<file path="src/rtl/seg_pipe_adder_pkg.sv">
`default_nettype none
// +----------------------------------------------------------------------------+
// | Package     : seg_pipe_adder_pkg                                           |
// | Description : Shared sizing helpers for the segmented pipelined adder.     |
// |               nseg_f    : number of segments (and pipeline stages).        |
// |               top_seg_w : width of the top segment, which takes whatever   |
// |                           bits remain after the full-width lower segments. |
// | Revision    : 1.0 - initial release                                        |
// +----------------------------------------------------------------------------+
package seg_pipe_adder_pkg;

  // Number of segments: ceil(width / seg).
  function automatic int nseg_f(input int width, input int seg);
    return (width + seg - 1) / seg;
  endfunction

  // Width of the most-significant segment.
  function automatic int top_seg_w(input int width, input int seg);
    return width - (nseg_f(width, seg) - 1) * seg;
  endfunction

endpackage : seg_pipe_adder_pkg
`default_nettype wire

</file>
<file path="src/rtl/seg_add_stage.sv">
`default_nettype none
// +----------------------------------------------------------------------------+
// | Module      : seg_add_stage                                                |
// | Description : Combinational ripple-carry adder for one pipeline segment.   |
// | Ports       : a, b   [W-1:0]  segment operands (b already inverted for sub)|
// |               ci              carry into bit 0 of the segment              |
// |               s      [W-1:0]  segment sum                                  |
// |               co              carry out of the segment MSB                 |
// |               c_msb           carry into the segment MSB (overflow detect) |
// | Revision    : 1.0 - initial release                                        |
// +----------------------------------------------------------------------------+
module seg_add_stage
  import seg_pipe_adder_pkg::*;
#(
  parameter int W = 4
) (
  input  logic [W-1:0] a,
  input  logic [W-1:0] b,
  input  logic         ci,
  output logic [W-1:0] s,
  output logic         co,
  output logic         c_msb
);

  // w_c[i] is the carry into bit i; w_c[W] is the segment carry-out.
  logic [W:0] w_c;

  always_comb begin
    w_c    = '0;
    s      = '0;
    w_c[0] = ci;
    for (int i = 0; i < W; i++) begin
      s[i]     = a[i] ^ b[i] ^ w_c[i];
      w_c[i+1] = (a[i] & b[i]) | (w_c[i] & (a[i] ^ b[i]));
    end
  end

  assign co    = w_c[W];
  assign c_msb = w_c[W-1];

endmodule : seg_add_stage
`default_nettype wire

</file>
<file path="src/rtl/seg_pipe_adder.sv">
`default_nettype none
// +----------------------------------------------------------------------------+
// | Module      : seg_pipe_adder                                               |
// | Description : Segmented pipelined adder/subtractor. One segment of SEG bits|
// |               is added per stage, the carry ripples stage to stage, and    |
// |               operand/sum skew registers keep each beat aligned so the     |
// |               whole result exits NSEG enabled cycles after acceptance.     |
// | Ports       : clk, rst (async, active-high), en (advance, low = stall)     |
// |               in_valid, a, b, cin, sub  : input beat                       |
// |               out_valid, sum, carry, ovf: registered result beat           |
// | Revision    : 1.0 - initial release                                        |
// +----------------------------------------------------------------------------+
module seg_pipe_adder
  import seg_pipe_adder_pkg::*;
#(
  parameter int WIDTH = 13,
  parameter int SEG   = 4
) (
  input  logic             clk,
  input  logic             rst,
  input  logic             en,
  input  logic             in_valid,
  input  logic [WIDTH-1:0] a,
  input  logic [WIDTH-1:0] b,
  input  logic             cin,
  input  logic             sub,
  output logic             out_valid,
  output logic [WIDTH-1:0] sum,
  output logic             carry,
  output logic             ovf
);

  localparam int NSEG  = nseg_f(WIDTH, SEG);
  localparam int TOP_W = top_seg_w(WIDTH, SEG);

  // Per-stage inputs. Operands are right-shifted as they move down the pipe,
  // so stage k always finds its segment in the low bits. The partial sum
  // accumulates completed segments in their final bit positions.
  logic [WIDTH-1:0] w_a [NSEG];
  logic [WIDTH-1:0] w_b [NSEG];
  logic [WIDTH-1:0] w_s [NSEG];
  logic             w_c [NSEG];
  logic             w_v [NSEG];

  // Subtraction is folded in at acceptance, so the mode travels with its beat
  // implicitly through the inverted operand and carry.
  assign w_a[0] = a;
  assign w_b[0] = b ^ {WIDTH{sub}};
  assign w_c[0] = cin ^ sub;
  assign w_v[0] = in_valid;
  assign w_s[0] = '0;

  for (genvar k = 0; k < NSEG; k++) begin : g_stage
    localparam int LO = k * SEG;
    localparam int SW = (k == NSEG - 1) ? TOP_W : SEG;

    logic [SW-1:0]    w_seg;
    logic             w_co;
    logic             w_cm;
    logic [WIDTH-1:0] w_seg_ext;
    logic [WIDTH-1:0] w_snext;

    seg_add_stage #(.W(SW)) u_add (
      .a     (w_a[k][SW-1:0]),
      .b     (w_b[k][SW-1:0]),
      .ci    (w_c[k]),
      .s     (w_seg),
      .co    (w_co),
      .c_msb (w_cm)
    );

    always_comb begin
      w_seg_ext         = '0;
      w_seg_ext[SW-1:0] = w_seg;
    end

    assign w_snext = w_s[k] | (w_seg_ext << LO);

    if (k < NSEG - 1) begin : g_mid
      logic [WIDTH-1:0] r_a;
      logic [WIDTH-1:0] r_b;
      logic [WIDTH-1:0] r_s;
      logic             r_c;
      logic             r_v;
      logic             w_cm_unused;

      // Data only loads for a real beat, so bubbles leave the payload intact.
      always_ff @(posedge clk or posedge rst) begin
        if (rst) begin
          r_v <= 1'b0;
          r_a <= '0;
          r_b <= '0;
          r_s <= '0;
          r_c <= 1'b0;
        end else if (en) begin
          r_v <= w_v[k];
          if (w_v[k]) begin
            r_a <= w_a[k] >> SW;
            r_b <= w_b[k] >> SW;
            r_s <= w_snext;
            r_c <= w_co;
          end
        end
      end

      assign w_a[k+1]    = r_a;
      assign w_b[k+1]    = r_b;
      assign w_s[k+1]    = r_s;
      assign w_c[k+1]    = r_c;
      assign w_v[k+1]    = r_v;
      // Only the top segment's MSB carry feeds overflow detection.
      assign w_cm_unused = w_cm;
    end else begin : g_last
      logic [WIDTH-1:0]   r_s;
      logic               r_c;
      logic               r_ovf;
      logic               r_v;
      logic [2*WIDTH-1:0] w_ops_unused;

      always_ff @(posedge clk or posedge rst) begin
        if (rst) begin
          r_v   <= 1'b0;
          r_s   <= '0;
          r_c   <= 1'b0;
          r_ovf <= 1'b0;
        end else if (en) begin
          r_v <= w_v[k];
          if (w_v[k]) begin
            r_s   <= w_snext;
            r_c   <= w_co;
            r_ovf <= w_cm ^ w_co;
          end
        end
      end

      // Bits above the top segment are already exhausted at this stage.
      assign w_ops_unused = {w_a[k], w_b[k]};

      assign out_valid = r_v;
      assign sum       = r_s;
      assign carry     = r_c;
      assign ovf       = r_ovf;
    end
  end : g_stage

endmodule : seg_pipe_adder
`default_nettype wire

</file>
<file path="config.mk">
export PLATFORM = sky130hd
export DESIGN_NAME = seg_pipe_adder
export DESIGN_NICKNAME = d
export VERILOG_FILES = /design/src/rtl/seg_pipe_adder_pkg.sv /design/src/rtl/seg_add_stage.sv /design/src/rtl/seg_pipe_adder.sv
export SDC_FILE = /design/constraint.sdc
export NUM_CORES = 1
export LEC_CHECK = 0
export CORE_MARGIN = 2
export CORE_UTILIZATION = 37
export DETAILED_ROUTE_END_ITERATION = 16
export PLACE_DENSITY = 0.59
export SETUP_SLACK_MARGIN = 0.3
export SLEW_MARGIN = 20
export SYNTH_ARGS = -nofsm -noshare
export SYNTH_HDL_FRONTEND = slang
export SYNTH_SLANG_ARGS = --single-unit
</file>
<file path="constraint.sdc">
create_clock -name clk -period 5.8 [get_ports clk]
set_input_delay 0.58 -clock clk [delete_from_list [all_inputs] [get_ports clk]]
set_output_delay 0.58 -clock clk [all_outputs]
set_load 0.02 [all_outputs]
</file>
==> Yosys cells after proc, flatten, opt, wreduce, memory -nomap -nowiden <==
Index checks and enable logic that the tools add are counted.
W data, S select, Z words.
{ "totals": {"regBits": 82, "inputBits": 32, "output_inout_bits": 16, "wordCells": 94} }
{ "op_classes": {"n_bitwise": 71, "n_reduce_logical": 4} }
{ "ops": {"columns": ["operator", "count"], "rows": [
  ["$xor A1 B1 Y1", 28],
  ["$and A1 B1 Y1", 26],
  ["$or A1 B1 Y1", 13],
  ["$or A13 B12 Y13", 1],
  ["$or A13 B13 Y13", 1],
  ["$xor A13 B13 Y13", 1],
  ["$or A4 B8 Y8", 1],
  ["$reduce_and A2 Y1", 4]
]} }

==> Depth between registers and ports, before layout <==
{ "logic_depth": {"word_depth": 10, "depth_mapped": 11, "mapped_depth_nobuf": 9} }

==> By module <==
Synthesis repeated with hierarchy kept, for this count alone.
{ "unflattened": {"hier_cells": 234, "hier_area_um2": 3392.0} }
{ "modules_own_cells": {"columns": ["mod", "instances", "cells_each", "area_each_um2", "seq_area_each_um2"], "rows": [
  ["seg_pipe_adder", 1, 196, 3034.2, 1901.8],
  ["seg_add_stage at g_stage[0].u_add ...", 3, 12, 110.1, 0.0],
  ["seg_add_stage at g_stage[3].u_add", 1, 2, 27.5, 0.0]
]} }

==> Least setup slack after synthesis <==
Ideal clock, no wire load.
{ "synth_timing": {"kind": "input-to-reg", "startpoint": "input port sub", "endpoint": "register g_stage[0].g_mid.r_s[3]", "setup_ns": 0.125, "t_arrival_ns": 2.792, "t_required_ns": 5.675, "path_slack_ns": 2.883, "cell_stages": 11, "n_path_buf": 2, "path_cell_list": "buf_2 -> buf_2 -> xnor2_1 -> fa_1 -> inv_1 -> fa_1 -> inv_1 -> fa_1 -> inv_1 -> fa_1 -> mux2_2"} }
{ "synth_via": {"elab_chain_cells": 9, "elab_cells_between_ends": 16, "classes_between": "bitwise (16)"} }
{ "synth_rtl": {"columns": ["item", "line_no", "rtl"], "rows": [
  ["start, declared", "seg_pipe_adder.sv:26", "input logic sub,"],
  ["$xor A13 B13 Y13", "seg_pipe_adder.sv:48", "assign w_b[0] = b ^ {WIDTH{sub}};"],
  ["$xor A1 B1 Y1", "seg_add_stage.sv:34", "w_c[i+1] = (a[i] & b[i]) | (w_c[i] & (a[i] ^ b[i]));"],
  ["$and A1 B1 Y1", "seg_add_stage.sv:34", null],
  ["$or A1 B1 Y1", "seg_add_stage.sv:34", null],
  ["$and A1 B1 Y1", "seg_add_stage.sv:34", null],
  ["$or A1 B1 Y1", "seg_add_stage.sv:34", null],
  ["$and A1 B1 Y1", "seg_add_stage.sv:34", null],
  ["$or A1 B1 Y1", "seg_add_stage.sv:34", null],
  ["$xor A1 B1 Y1 (*)", "seg_add_stage.sv:33", "s[i] = a[i] ^ b[i] ^ w_c[i];"],
  ["named net g_stage[0].u_add.s[3]", "seg_add_stage.sv:20", "output logic [W-1:0] s,"],
  ["end signal, assigned", "seg_pipe_adder.sv:100", "r_s <= w_snext;"],
  ["end, declared", "seg_pipe_adder.sv:82", "logic [WIDTH-1:0] r_s;"]
]} }
The timed path passes the listed nets; every way through them passes the cells marked *.
A chain may end at the register's enable or synchronous reset.

==> Final worst setup path <==
Ends and elaborated chain as after synthesis.

==> impl_metrics.yaml <==
status:
  status: "finished, final reports clean"
sta:
  finalHoldViolations: 0
  rsz0062_at_grt: "no"
  worst_slew_pin_slew_ps: 954
  layout_setup_ws_ps: 2810
  drv_slew: 0
  period_needed_ps: 2990
  fin_skew_ps: 9.13
  maxSlewHeadroom_pct: 36.4
  max_freq_mhz: 334
  period_share_pct: 51.6
  tns_ps: 0
  setup_viol: 0
yosys:
  synth_area_leaders: "dfrtp_1, mux2_2, fa_1"
  synthAdderAreaFrac_pct: 7.71
  synth_ff_type: "dfrtp_1"
  synthCells: 242
  synth_top_cell_by_area: "dfrtp_1"
  synth_xor_area_share_pct: 3.89
  synth_top_family_by_area: "multiplexers"
  syn_avg_cell_area_um2: 13.9
  synth_simple_gate_area_share_pct: 1.26
  synth_cell_type_count: 20
  synth_common_cells: "dfrtp_1, mux2_2, inv_1"
  synthMuxAreaShare_pct: 20.1
  synth_area_um2: 3380
  synth_compound_gate_area_share_pct: 4.45
  synth_top_cell_area_share_pct: 56.3
  syn-num-nets: 287
  async_flop_share_pct: 100
  postSynthRegisterBits: 76
  yosysMostFrequentCell: "dfrtp_1"
  synth_edf_count: 0
  ys_seq_area_share_pct: 56.3
  ys_warn_count: 0
worst_setup_path:
  worst_ep_required_time_ps: 6020
  ff2ff_setup_slack_ps: 3570
  cp_num_buf_inv: 5
  cp.arrival_ps: 3210
  cp_slowest_cell: "clkdlybuf4s50_1"
  reg2regPathDepth: 8
  path_max_fanout: 14
  max_stage_delay_ps: 450
  crit_top_cell: "fa_1"
  r2r_end: "g_stage[1].g_mid.r_s[7]"
  r2r-start: "g_stage[0].g_mid.r_a[0]"
  critical_path.cell_chain: "clkdlybuf4s50_1, buf_4, xnor2_1, fa_1, inv_1, fa_1, inv_1, fa_1, inv_1, fa_1, mux2_2"
  critPathKind: "primary input to register"
  start_kind: "primary input"
  endpoint_kind: "register"
  cpLargestDelayFamily: "adder cells"
die:
  coreArea_um2: 8760
  initial_core_util_pct: 38.5
  rows: 34
  fp.dieH_um: 99.5
  die_w_um: 99.5
  dieArea_um2: 9900
  io_pins: 48
routing:
  detail-route-antenna-nets: 0
  dr_wl_met3_um: 182
  drc: 0
  wl_met1_mm: 2.65
  num_vias: 1829
  routed_wl_mm: 5.51
  drt_iter0_markers: 42
  top_layer: "met4"
  met2_wirelength_mm: 2.55
  vias_per_cell: 4.54
  drt-wirelength-per-cell_um: 13.7
  drtPass1Iterations: 4
clock_tree:
  postCtsResizedCells: 0
  cts_tree: "done"
  cts_made_buffers: 9
  ctsHoldBuffers: 0
  clk_pin_slew_ps: 80
  cts.sinks: 76
  cts_buffer_depth: 2
  clockRootBuffer: "clkbuf_8"
  clk-insertion-delay-late_ps: 340
  htreeDepth: 3
  post_cts_buffers: 0
final_layout:
  utilization_pct: 47.1
  n_fill_cell: 796
  seq_area_um2: 1900
  finalNetCount: 335
  multi_input_area_um2: 1260
  area_delta_synth_final_pct: 22.3
  num_antenna_cells: 0
  fin_area_um2: 4130
  drive_gt1_share_pct: 25.8
global_route:
  grt_use_total_pct: 12.5
  grt_pass1_vias: 1902
  antenna_found_initial: 0
  grt_max_degree: 77
  grt_pass1_wl_mm: 9.66
  grt_overflow: 0
placement:
  portBuffers: 47
  hpwl_mm: 3.69
  dpl_cell_area_um2: 3910
  place.gp.congestion: 0.711
  dp_slack_ps: 2460
worst_hold_path:
  hp-start: "g_stage[2].g_mid.r_s[7]"
  worstHoldPathCells: 1
  min_path_type: "register to register"
  hold_end: "sum[7]"
power_and_ir_drop:
  vdd_drop_max_uv: 170
  power_uw: 1810
  power_density_nw_per_um2: 438
  p_leak_uw: 0.00184
job:
  maxCapViolCount: 0
[registers in the layout (all words and copies together), names as in the netlist]
| name | count |
|---|---|
| carry | 1 |
| g_stage.g_mid.r_v | 3 |
| g_stage.g_mid.r_s | 24 |
| ovf | 1 |
| out_valid | 1 |
| g_stage.g_mid.r_c | 3 |
| sum | 13 |
| g_stage.g_mid.r_b | 15 |
| g_stage.g_mid.r_a | 15 |
[routing by layer]
| metal | GRT usage [%] | vias to the layer above |
|---|---|---|
| li1 | - | 880 |
| met1 | 17.1 | 908 |
| met2 | 18.9 | 32 |
| met3 | 2.25 | 9 |
| met4 | 6.64 | 0 |
| met5 | 0 | - |
[where the power goes]
part	leakage, uW	internal, uW	switching, uW	total (uW)
combinational	0.000845	307	237	544
sequential	0.000880	718	101	819
clock	0.000116	254	193	447
total	0.00184	1280	531	1810
[cells by family (layout without fill, tap and decap cells)]
kind of cell | after synthesis | after routing
flip-flops | 76 | 76
multiplexers | 59 | 59
buffers and inverters | 44 | 97
AO/OA/AOI/OAI | 29 | 29
adder cells (fa/ha/maj) | 13 | 13
XOR/XNOR | 15 | 15
AND/OR/NAND/NOR | 6 | 6
[per-stage QoR]
| stage | cells | hold WS [ps] |
|---|---|---|
| 5_1_grt | 403 | 523 |
| 4_1_cts | 403 | 507 |
| 2_1_floorplan | 242 | 475 |
| 3_3_place_gp | 387 | 486 |
| 3_5_place_dp | 387 | 490 |
| 6_report | 403 | 503 |
[placed cells by master, fill, tap and decap left out]
cell type / instances
dfrtp_1: 76
clkdlybuf4s50_1: 47
mux2_2: 46
inv_1: 31
a21oi_1: 22
xnor2_1: 13
fa_1: 13
clkbuf_8: 10
mux2i_1: 7
mux2_4: 6
o21ai_0: 5
nand3_1: 2
nand2_2: 2
xor2_1: 2
clkinv_4: 2
clkinv_2: 2
bufinv_16: 2
buf_4: 2
nand2_4: 1
and2_4: 1
a21oi_2: 1
a31oi_1: 1
inv_2: 1
[worst max path at each step]
stage                     cells past startpoint  slack, ps  from                       to
after global routing                         11       2690   sub  g_stage[0].g_mid.r_s[3]
after detailed placement                     11       2460   sub  g_stage[0].g_mid.r_s[3]
final                                        11       2810   sub  g_stage[0].g_mid.r_s[3]
after global placement                       11       2530   sub  g_stage[0].g_mid.r_s[3]
after floorplan                              11       2880   sub  g_stage[0].g_mid.r_s[3]
after CTS                                    11       2810   sub  g_stage[0].g_mid.r_s[3]
[worst reg2reg max path, delay by kind of cell (launching register included)]
kind                       cells  cell delay [ps]
buffers and inverters          3              210
adders and majority gates      4             1350
DFF                            1              410
AOI/OAI and AO/OA              1              170
[layout make-up]
class,instances,share of cell area [%]
repair buffers,49,11.8
well taps,108,3.27
flip-flops and latches,76,46.0
clock buffers,10,3.33
clock inverters,6,2.12
multi-input cells,122,30.6
inverters,32,2.91
(Power assumes the default switching activity.)
